File: src/rtl/accel_spi_scheduler.sv
// Sequencer for an ADXL362-style accelerometer behind a byte-level SPI engine:
// one start-up config write, then paced Y/Z burst reads published as sign-extended samples.
module accel_spi_scheduler #(
    parameter int unsigned SAMPLE_PERIOD = 50000,
    parameter int unsigned CS_GAP        = 8,
    parameter logic [7:0]  CFG_REG       = 8'h2D,
    parameter logic [7:0]  CFG_VAL       = 8'h02
) (
    input  logic        clk,
    input  logic        resetn,
    input  logic        en,
    input  logic        spi_busy,
    input  logic        spi_done,
    input  logic [7:0]  spi_rx,
    output logic        spi_start,
    output logic [7:0]  spi_tx,
    output logic        cs_n,
    output logic [15:0] y_data,
    output logic [15:0] z_data,
    output logic        data_valid,
    output logic        cfg_done,
    output logic        overrun
);

    localparam int unsigned PW = (SAMPLE_PERIOD > 1) ? $clog2(SAMPLE_PERIOD) : 1;
    localparam int unsigned GW = $clog2(CS_GAP + 1);

    localparam logic [2:0] ST_GAP  = 3'd0;
    localparam logic [2:0] ST_CFG  = 3'd1;
    localparam logic [2:0] ST_WAIT = 3'd2;
    localparam logic [2:0] ST_RD   = 3'd3;
    localparam logic [2:0] ST_UPD  = 3'd4;

    localparam logic [2:0] CFG_BYTES = 3'd3;
    localparam logic [2:0] RD_BYTES  = 3'd6;

    logic [2:0]    state, state_nxt;
    logic [2:0]    byte_idx, byte_nxt;
    logic          pending, pend_nxt;
    logic [GW-1:0] gap_cnt, gap_nxt;
    logic          after_rd, after_nxt;
    logic [7:0]    yl, yl_nxt, zl, zl_nxt;
    logic [3:0]    yh, yh_nxt, zh, zh_nxt;
    logic          start_nxt, cs_n_nxt, dv_nxt, cfg_done_nxt, overrun_nxt;
    logic [7:0]    tx_nxt;
    logic [15:0]   y_nxt, z_nxt;
    logic [PW-1:0] period_cnt;

    logic          tick_c;
    logic          done_c;
    logic [2:0]    idx_c;
    logic [2:0]    last_c;
    logic [7:0]    tx_byte_c;

    // Sample pacing: free-running once configured, tick on wrap
    assign tick_c = cfg_done && (period_cnt == PW'(SAMPLE_PERIOD - 1));

    always_ff @(posedge clk or negedge resetn) begin
        if (!resetn) begin
            period_cnt <= '0;
        end else if (cfg_done) begin
            period_cnt <= tick_c ? '0 : period_cnt + PW'(1);
        end
    end

    // A done only counts when we have a byte outstanding; idx_c is the byte to issue next
    assign done_c = pending && spi_done;
    assign idx_c  = done_c ? byte_idx + 3'd1 : byte_idx;
    assign last_c = (state == ST_CFG) ? CFG_BYTES : RD_BYTES;

    always_comb begin
        tx_byte_c = 8'h00;
        if (state == ST_CFG) begin
            case (idx_c)
                3'd0:    tx_byte_c = 8'h0A;
                3'd1:    tx_byte_c = CFG_REG;
                default: tx_byte_c = CFG_VAL;
            endcase
        end else begin
            case (idx_c)
                3'd0:    tx_byte_c = 8'h0B;
                3'd1:    tx_byte_c = 8'h10;
                default: tx_byte_c = 8'h00;
            endcase
        end
    end

    always_ff @(posedge clk or negedge resetn) begin
        if (!resetn) begin
            state      <= ST_GAP;
            byte_idx   <= '0;
            pending    <= 1'b0;
            gap_cnt    <= '0;
            after_rd   <= 1'b0;
            yl         <= '0;
            yh         <= '0;
            zl         <= '0;
            zh         <= '0;
            spi_start  <= 1'b0;
            spi_tx     <= '0;
            cs_n       <= 1'b1;
            y_data     <= '0;
            z_data     <= '0;
            data_valid <= 1'b0;
            cfg_done   <= 1'b0;
            overrun    <= 1'b0;
        end else begin
            state      <= state_nxt;
            byte_idx   <= byte_nxt;
            pending    <= pend_nxt;
            gap_cnt    <= gap_nxt;
            after_rd   <= after_nxt;
            yl         <= yl_nxt;
            yh         <= yh_nxt;
            zl         <= zl_nxt;
            zh         <= zh_nxt;
            spi_start  <= start_nxt;
            spi_tx     <= tx_nxt;
            cs_n       <= cs_n_nxt;
            y_data     <= y_nxt;
            z_data     <= z_nxt;
            data_valid <= dv_nxt;
            cfg_done   <= cfg_done_nxt;
            overrun    <= overrun_nxt;
        end
    end

    always_comb begin
        state_nxt    = state;
        byte_nxt     = byte_idx;
        pend_nxt     = pending;
        gap_nxt      = gap_cnt;
        after_nxt    = after_rd;
        yl_nxt       = yl;
        yh_nxt       = yh;
        zl_nxt       = zl;
        zh_nxt       = zh;
        start_nxt    = 1'b0;
        tx_nxt       = spi_tx;
        cs_n_nxt     = cs_n;
        y_nxt        = y_data;
        z_nxt        = z_data;
        dv_nxt       = 1'b0;
        cfg_done_nxt = cfg_done;
        overrun_nxt  = overrun;

        // Ticks that land on a read still in flight are flagged and dropped
        if (tick_c && (state == ST_RD || state == ST_UPD || (state == ST_GAP && after_rd))) begin
            overrun_nxt = 1'b1;
        end

        case (state)
            ST_GAP: begin
                cs_n_nxt = 1'b1;
                if (gap_cnt == GW'(CS_GAP - 1)) begin
                    gap_nxt   = '0;
                    after_nxt = 1'b0;
                    byte_nxt  = '0;
                    pend_nxt  = 1'b0;
                    if (cfg_done) begin
                        state_nxt = ST_WAIT;
                    end else begin
                        state_nxt = ST_CFG;
                        cs_n_nxt  = 1'b0;
                    end
                end else begin
                    gap_nxt = gap_cnt + GW'(1);
                end
            end
            ST_WAIT: begin
                if (tick_c && en) begin
                    state_nxt = ST_RD;
                    cs_n_nxt  = 1'b0;
                    byte_nxt  = '0;
                    pend_nxt  = 1'b0;
                end
            end
            ST_CFG, ST_RD: begin
                if (done_c) begin
                    byte_nxt = idx_c;
                    pend_nxt = 1'b0;
                    if (state == ST_RD) begin
                        case (byte_idx)
                            3'd2:    yl_nxt = spi_rx;
                            3'd3:    yh_nxt = spi_rx[3:0];
                            3'd4:    zl_nxt = spi_rx;
                            3'd5:    zh_nxt = spi_rx[3:0];
                            default: ;
                        endcase
                    end
                end
                if (done_c && idx_c == last_c) begin
                    cs_n_nxt = 1'b1;
                    if (state == ST_CFG) begin
                        cfg_done_nxt = 1'b1;
                        state_nxt    = ST_GAP;
                        gap_nxt      = '0;
                    end else begin
                        state_nxt = ST_UPD;
                    end
                end else if ((!pending || done_c) && !spi_busy) begin
                    start_nxt = 1'b1;
                    tx_nxt    = tx_byte_c;
                    pend_nxt  = 1'b1;
                end
            end
            ST_UPD: begin
                y_nxt     = {{4{yh[3]}}, yh, yl};
                z_nxt     = {{4{zh[3]}}, zh, zl};
                dv_nxt    = 1'b1;
                state_nxt = ST_GAP;
                gap_nxt   = '0;
                after_nxt = 1'b1;
            end
            default: begin
                state_nxt = ST_GAP;
            end
        endcase
    end

endmodule

File: config.mk
export PLATFORM = sky130hd
export DESIGN_NAME = accel_spi_scheduler
export DESIGN_NICKNAME = d
export VERILOG_FILES = /design/src/rtl/accel_spi_scheduler.sv
export SDC_FILE = /design/constraint.sdc
export NUM_CORES = 1
export LEC_CHECK = 0
export ABC_AREA = 1
export CAP_MARGIN = 20
export CORE_MARGIN = 4
export CORE_UTILIZATION = 47
export DETAILED_ROUTE_END_ITERATION = 12
export GPL_ROUTABILITY_DRIVEN = 0
export PLACE_DENSITY = 0.77
export SETUP_SLACK_MARGIN = 0.1
export SYNTH_ARGS = -nofsm -noshare
export SYNTH_HDL_FRONTEND = slang
export SYNTH_SLANG_ARGS = --single-unit
File: constraint.sdc
create_clock -name clk -period 1.9 [get_ports clk]
set_input_delay 0.57 -clock clk [delete_from_list [all_inputs] [get_ports clk]]
set_output_delay 0.57 -clock clk [all_outputs]
set_load 0.005 [all_outputs]
==> out/qor.log, run 1 <==
qor: run_status.status complete, no violations
qor: global_route.top_usage_layer met2
qor: routing.drt_pre_antenna_iters 4
qor: synthesis.yosysSeqAreaShare 53.6%
qor: timing.final_min_period_over_clock_period 96.1%
qor: global_route.track_usage 18.9%
qor: routing.final_routed_drc_violation_total 0
qor: clock_network.clock-root-buffer sky130_fd_sc_hd__clkbuf_8
qor: critical_path.cp.required 2.14 ns
qor: die.num_rows 33
qor: timing.report.final.slew_viol_count 0
qor: synthesis.synth_edf_count 0
qor: die.initial_utilization 48.7%
qor: timing.final_hold_violation_count 0
qor: placement.detailedPlace.worstSlack -0.294 ns
qor: layout.layout-drive-gt1-share 17.5%
qor: synthesis.yosys_top_cell_by_area sky130_fd_sc_hd__dfrtp_1
qor: global_route.grt_antenna_before_repair 0
qor: run.max_cap_violations 0
qor: clock_network.cts.path.max_buffers 2
qor: global_route.grt_start_max_net_pins 45
qor: synthesis.syn-cell-area 0.00402 mm^2
qor: routing.wire_per_inst 14.0 um
qor: timing.timing.final.setup_violations 0
qor: timing.finalWorstPathRequiredPeriod 1.83 ns
qor: synthesis.prevailing_post_synth_register_cell sky130_fd_sc_hd__dfrtp_1
qor: critical_path.slowest_stage sky130_fd_sc_hd__dfrtp_1
qor: critical_path.crit_type flip-flop to flip-flop
qor: routing.vias_per_cell 5.14
qor: global_route.groute.layer.met1.usage 25.0%
qor: clock_network.cts_tree done
qor: critical_path.critPathBufInv 0
qor: global_route.globalRouteOverflowTotal 0
qor: die.die_area 0.0101 mm^2
qor: layout.layout.nets 569
qor: clock_network.clk_transition_reported_paths 0.09 ns
qor: critical_path.critical_path.max_fanout 7
qor: synthesis.syn_area_per_cell 8.55 um^2
qor: die.die-height 100 um
qor: timing.layout_setup_ws 0.0736 ns
qor: global_route.gr-usage-met3 4.01%
qor: synthesis.synth_async_sr_flop_share 100%
qor: global_route.vias_in_the_first_global_route 3,280
qor: synthesis.postSynthRegisterBits 86
qor: synthesis.post_synth_main_area_contributors sky130_fd_sc_hd__dfrtp_1, sky130_fd_sc_hd__nand2_1, sky130_fd_sc_hd__inv_1, sky130_fd_sc_hd__o21ai_1, sky130_fd_sc_hd__nand3_1
qor: synthesis.synthDominantCellAreaShare 52.9%
qor: placement.placement.io_buffers 55
qor: synthesis.synth.cells.most_frequent sky130_fd_sc_hd__nand2_1, sky130_fd_sc_hd__dfrtp_1, sky130_fd_sc_hd__inv_1
qor: clock_network.number_of_sinks_on_the_clock_net 86
qor: timing.fin_skew 0.0121 ns
qor: routing.route.final.wire_length 9230 um
qor: clock_network.cts-hold-fix-buffers 0
qor: routing.detailedRoute.firstIterationViolations 140
qor: worst_hold_path.timing.hold.worst.class input pin to asynchronous set/reset pin
qor: timing.fin_hold_ws 0.0222 ns
qor: critical_path.cp.arrival 2.07 ns
qor: synthesis.post_synthesis_cells 470
qor: pwr.leakage 3.06 nW
qor: timing.timing.fmax 548 MHz
qor: global_route.grt_pass1_wl 15,200 um
qor: critical_path.endpoint_kind flip-flop
qor: synthesis.synth_warnings 0
qor: die.design.portCount 58
qor: critical_path.crit_family simple AND/OR/NAND/NOR gates
qor: critical_path.critical_path.max_stage_delay 0.43 ns
qor: pwr.power.density_cell_area 693 mW/mm^2
qor: global_route.use_met2 30.2%
qor: layout.areaGrowthSynthToFinish 30.7%
qor: clock_network.cts_inserted_buffers 9
qor: critical_path.path_cells ha_2 -> ha_4 -> nand3_4 -> nand2_4 -> nor2_4 -> nor2_4 -> nand2_4 -> nand2_8 -> nand3_2 -> nand2_1 -> nand2_1
qor: synthesis.yosysMostFrequentCell sky130_fd_sc_hd__nand2_1
qor: die.core_area 0.00826 mm^2
qor: routing.detail-route-antenna-nets 0
qor: layout.n_antenna_cell 0
qor: clock_network.clock_insertion_delay_worst_skew 0.35 ns
qor: placement.dpl.hpwl 6090 um
qor: timing.rsz0062_at_grt yes
qor: critical_path.worst_setup_path_start_kind flip-flop
qor: routing.num_vias 3,389
qor: clock_network.htreeDepth 3
qor: die.dieWidth 100 um
qor: pwr.vdd_drop_max 0.503 mV
qor: synthesis.synth_cell_type_count 35
[timing repair]
item	in CTS	in global routing
pin swaps	2	13
setup buffers	10	9
gates cloned	0	1
setup endpoints to repair	43	61
gates resized for setup	30	46
hold endpoints to repair	0	0
[sequential cells by signal, summed over array words and instances (netlist names), 3 cells and up]
name        count
z_data         12
state           3
y_data         12
zh              4
zl              8
gap_cnt         4
byte_idx        3
spi_tx          5
yl              8
period_cnt     16
yh              4
[cell type report]
cell class                 instances  area [um^2]
fill                             691         3010
sequential                        86         2160
multi-input combinational        326         1720
timing repair buffer              84          805
inverter                          42          163
clock buffer                      11          151
tap                              105          131
clock inverter                     5          129
[worst register-to-register path: cells and delay by family, from the launching register on]
family | cells | cell delay (ns)
adders and majority gates | 2 | 0.52
and+or+nand+nor | 9 | 0.77
DFF | 1 | 0.43
[path summary, 6_finish.rpt]
path,start,to,slack [ns],cells past startpoint
max in group asynchronous,resetn,cs_n,1.40,2
min in group clk,cs_n,cs_n,0.46,2
hold / removal,resetn,period_cnt[10],0.02,1
setup / recovery,byte_idx[1],state[1],0.07,11
hold reg to reg,cs_n,cs_n,0.46,2
setup reg to reg,byte_idx[1],state[1],0.07,11
[cell families after synthesis]
group	synth area share, %
AND/OR/NAND/NOR	28.6
flip-flops	53.6
buffers and inverters	6.94
AO/OA/AOI/OAI	7.91
adder cells (fa/ha/maj)	2.18
XOR/XNOR	0.654
other	0.0933
[stage by stage]
stage	cells	util (%)	TNS, ns	power, W	cell area [um^2]
after floorplan	471	-	0	0.00188	4020
after global placement	623	56.7	-5.09	0.00195	4680
after detailed placement	623	56.7	-8.01	0.00195	4680
after CTS	649	60.9	0	0.00368	5030
after global routing	659	63.6	-0.00548	0.00376	5250
final	659	63.6	0	0.00364	5250
[report_power, final]
group	switching, W	total [W]	internal, W
Sequential	0	0.00183	0.00183
Combinational	0.0000511	0.0000823	0.0000312
Clock	0.000646	0.00173	0.00108
[layer usage]
layer	vias to the layer above	wire length, um
met5	-	0
met1	1631	4020
met2	91	4600
met4	0	247
li1	1642	-
met3	25	367
[layout by cell type (no fill, tap or decap), drive strengths merged, types with 8 or more instances in the layout]
cell type,count
a21oi,11
buf,30
clkbuf,11
clkdlybuf4s50,11
dfrtp,85
dlygate4sd2,25
dlymetal6s2s,18
inv,42
nand2,178
nand3,26
nor2,35
nor3,8
o21ai,38
(Power assumes the default switching activity.)
==> inputs of run 2 (changes only) <==
Settings changed: CORE_ASPECT_RATIO set to 1.75.
==> run 2 against run 1 <==
Net effect:
- critical endpoint is now z_data[3]
- setup slack better by 0.051 ns
- sequential share of layout area is 0.13 points higher
- wire length is 0.36% lower
==> out/qor.log, run 2 (synthesis gave the netlist of run 1 again) <==
qor: run_status.status complete, no violations
qor: placement.detailedPlace.worstSlack -0.281 ns
qor: timing.timing.fmax 563 MHz
qor: global_route.globalRouteOverflowTotal 0
qor: timing.final_hold_violation_count 0
qor: placement.placement.io_buffers 55
qor: critical_path.worst_setup_path_start_kind flip-flop
qor: die.die-height 130 um
qor: clock_network.cts_tree done
qor: global_route.grt_antenna_before_repair 0
qor: pwr.cell_internal_pwr 0.00299 W
qor: pwr.share_clk_of_total_power 48.7%
qor: timing.rsz0062_at_grt yes
qor: layout.reg.largest.list period_cnt (16), y_data (12), z_data (12)
qor: pwr.leakage 2.95 nW
qor: timing.finalWorstPathRequiredPeriod 1.78 ns
qor: pwr.combinational_group_share_of_total_power 2.2%
qor: pwr.netSwitchingPower 0.000744 W
qor: timing.fin_skew 0.00364 ns
qor: critical_path.critPathBufInv 1
qor: routing.wire_per_inst 13.8 um
qor: pwr.power.sequential.fraction 49.0%
qor: routing.detail-route-antenna-nets 0
qor: timing.fin_hold_ws 0.196 ns
qor: critical_path.crit-reg2reg-launch byte_idx[1]
qor: routing.num_vias 3,319
qor: pwr.vdd_drop_max 0.511 mV
qor: die.initial_utilization 48.3%
qor: layout.seq_area 0.00215 mm^2
qor: layout.finalCoreUtilization 62.9%
qor: layout.layout_commonest_cell sky130_fd_sc_hd__nand2_1
qor: run.max_cap_violations 0
qor: die.core_area 0.00831 mm^2
qor: die.design.portCount 58
qor: layout.largest_register_ff_count 16
qor: global_route.vias_in_the_first_global_route 3,205
qor: pwr.power.density_cell_area 714 mW/mm^2
qor: global_route.track_usage 18.6%
qor: layout.n_antenna_cell 0
qor: critical_path.crit_type flip-flop to primary output
qor: routing.vias_per_cell 4.99
qor: clock_network.htreeDepth 3
qor: layout.multiInputGateArea 0.00167 mm^2
qor: pwr.fin_total_pwr 0.00373 W
qor: clock_network.cts-hold-fix-buffers 0
qor: die.num_rows 44
qor: critical_path.endpoint_kind primary output
qor: layout.areaGrowthSynthToFinish 30.2%
qor: critical_path.timing.critical_path.from z_data[3]
qor: layout.layout.nets 565
qor: placement.dpl.hpwl 6370 um
qor: timing.timing.final.setup_violations 0
qor: routing.drt_pre_antenna_iters 4
qor: layout.largest_register period_cnt
qor: clock_network.cts.path.max_buffers 2
qor: worst_hold_path.timing.hold.worst.class input pin to asynchronous set/reset pin
qor: die.dieWidth 77.9 um
qor: timing.final_min_period_over_clock_period 93.5%
qor: layout.layout-drive-gt1-share 15.3%
qor: clock_network.cts_inserted_buffers 9
qor: critical_path.critical_path.max_fanout 2
qor: timing.layout_setup_ws 0.124 ns
qor: clock_network.clock_insertion_delay_worst_skew 0.33 ns
qor: critical_path.cp.arrival 1.21 ns
qor: die.die_area 0.0102 mm^2
qor: routing.route.final.wire_length 9190 um
qor: critical_path.critical_path.max_stage_delay 0.51 ns
qor: critical_path.slowest_stage sky130_fd_sc_hd__clkdlybuf4s50_1
qor: routing.detailedRoute.firstIterationViolations 355
qor: clock_network.number_of_sinks_on_the_clock_net 86
qor: layout.num-fill-cells 683
qor: layout.most-common-layout-cells sky130_fd_sc_hd__nand2_1, sky130_fd_sc_hd__dfrtp_1, sky130_fd_sc_hd__inv_1
qor: critical_path.path_cells clkdlybuf4s50_1
qor: critical_path.cp.required 1.33 ns
qor: clock_network.clock-root-buffer sky130_fd_sc_hd__clkbuf_16
qor: global_route.grt_start_max_net_pins 43
qor: global_route.grt_pass1_wl 15,000 um
qor: routing.final_routed_drc_violation_total 0
qor: timing.report.final.slew_viol_count 0
qor: pwr.switching_share 19.9%
qor: clock_network.clk_transition_reported_paths 0.06 ns
qor: critical_path.crit_family buffers and inverters
-- run 2: cell types whose count changed in the layout (fill, tap and decap cells not counted), moves of 3 or more --
cell / delta
sky130_fd_sc_hd__nand2_1: +4
sky130_fd_sc_hd__clkdlybuf4s50_1: +15
sky130_fd_sc_hd__nor2_1: +3
sky130_fd_sc_hd__clkbuf_16: +9
sky130_fd_sc_hd__bufinv_16: -3
sky130_fd_sc_hd__dlygate4sd2_1: -13
sky130_fd_sc_hd__clkbuf_8: -8
sky130_fd_sc_hd__nand2_2: -4
-- run 2: what timing repair did --
item | CTS | global route
pin swaps | 3 | 5
gates resized for setup | 18 | 31
cloned | 0 | 0
setup endpoints to repair | 27 | 36
buffers inserted | 7 | 6
hold endpoints to repair | 0 | 0
-- run 2: power groups by stage --
stage / registers, W / logic [W] / clock network [W]
after floorplan: 0.00187 / 0.0000122 / 0
after global placement: 0.00186 / 0.0000841 / 0
after detailed placement: 0.00186 / 0.0000860 / 0
after CTS: 0.00183 / 0.0000852 / 0.00185
after global routing: 0.00183 / 0.0000941 / 0.00195
final: 0.00183 / 0.0000826 / 0.00182
-- run 2: path summary, 6_finish.rpt --
kind / to / slack [ns] / cells after the start
setup reg to reg: gap_cnt[0] / 0.13 / 10
setup / recovery: z_data[3] / 0.12 / 1
max in group asynchronous: yh[0] / 1.13 / 2
hold / removal: period_cnt[12] / 0.20 / 1
hold reg to reg: z_data[4] / 0.47 / 2
min in group clk: z_data[4] / 0.47 / 2
-- run 2: metrics by stage --
step | setup TNS, ns | area, um^2 | instances
after CTS | 0 | 5080 | 659
after global routing | 0 | 5230 | 665
after detailed placement | -7.34 | 4710 | 636
final | 0 | 5230 | 665
after global placement | -4.78 | 4710 | 636
after floorplan | 0 | 4020 | 471
-- run 2: layout make-up --
cell class | count | share of cell area [%]
clock buffer | 12 | 5.09
clock inverter | 4 | 1.00
inverter | 42 | 3.09
multi-input combinational | 325 | 32.0
sequential | 86 | 41.2
tap | 115 | 2.75
timing repair buffer | 81 | 14.9
-- run 2: metal layers --
metal | track usage, % | vias to the layer above | routed length [um]
li1 | - | 1637 | -
met1 | 21.6 | 1570 | 3620
met2 | 32.7 | 97 | 5000
met3 | 3.66 | 15 | 390
met4 | 9.17 | 0 | 180
met5 | 0 | - | 0
==> inputs of run 3 (changes only) <==
Settings changed: CAP_MARGIN 20 to unset.
==> results of run 3 <==
No change in the layout: final DEF, timing and power equal those of run 2.
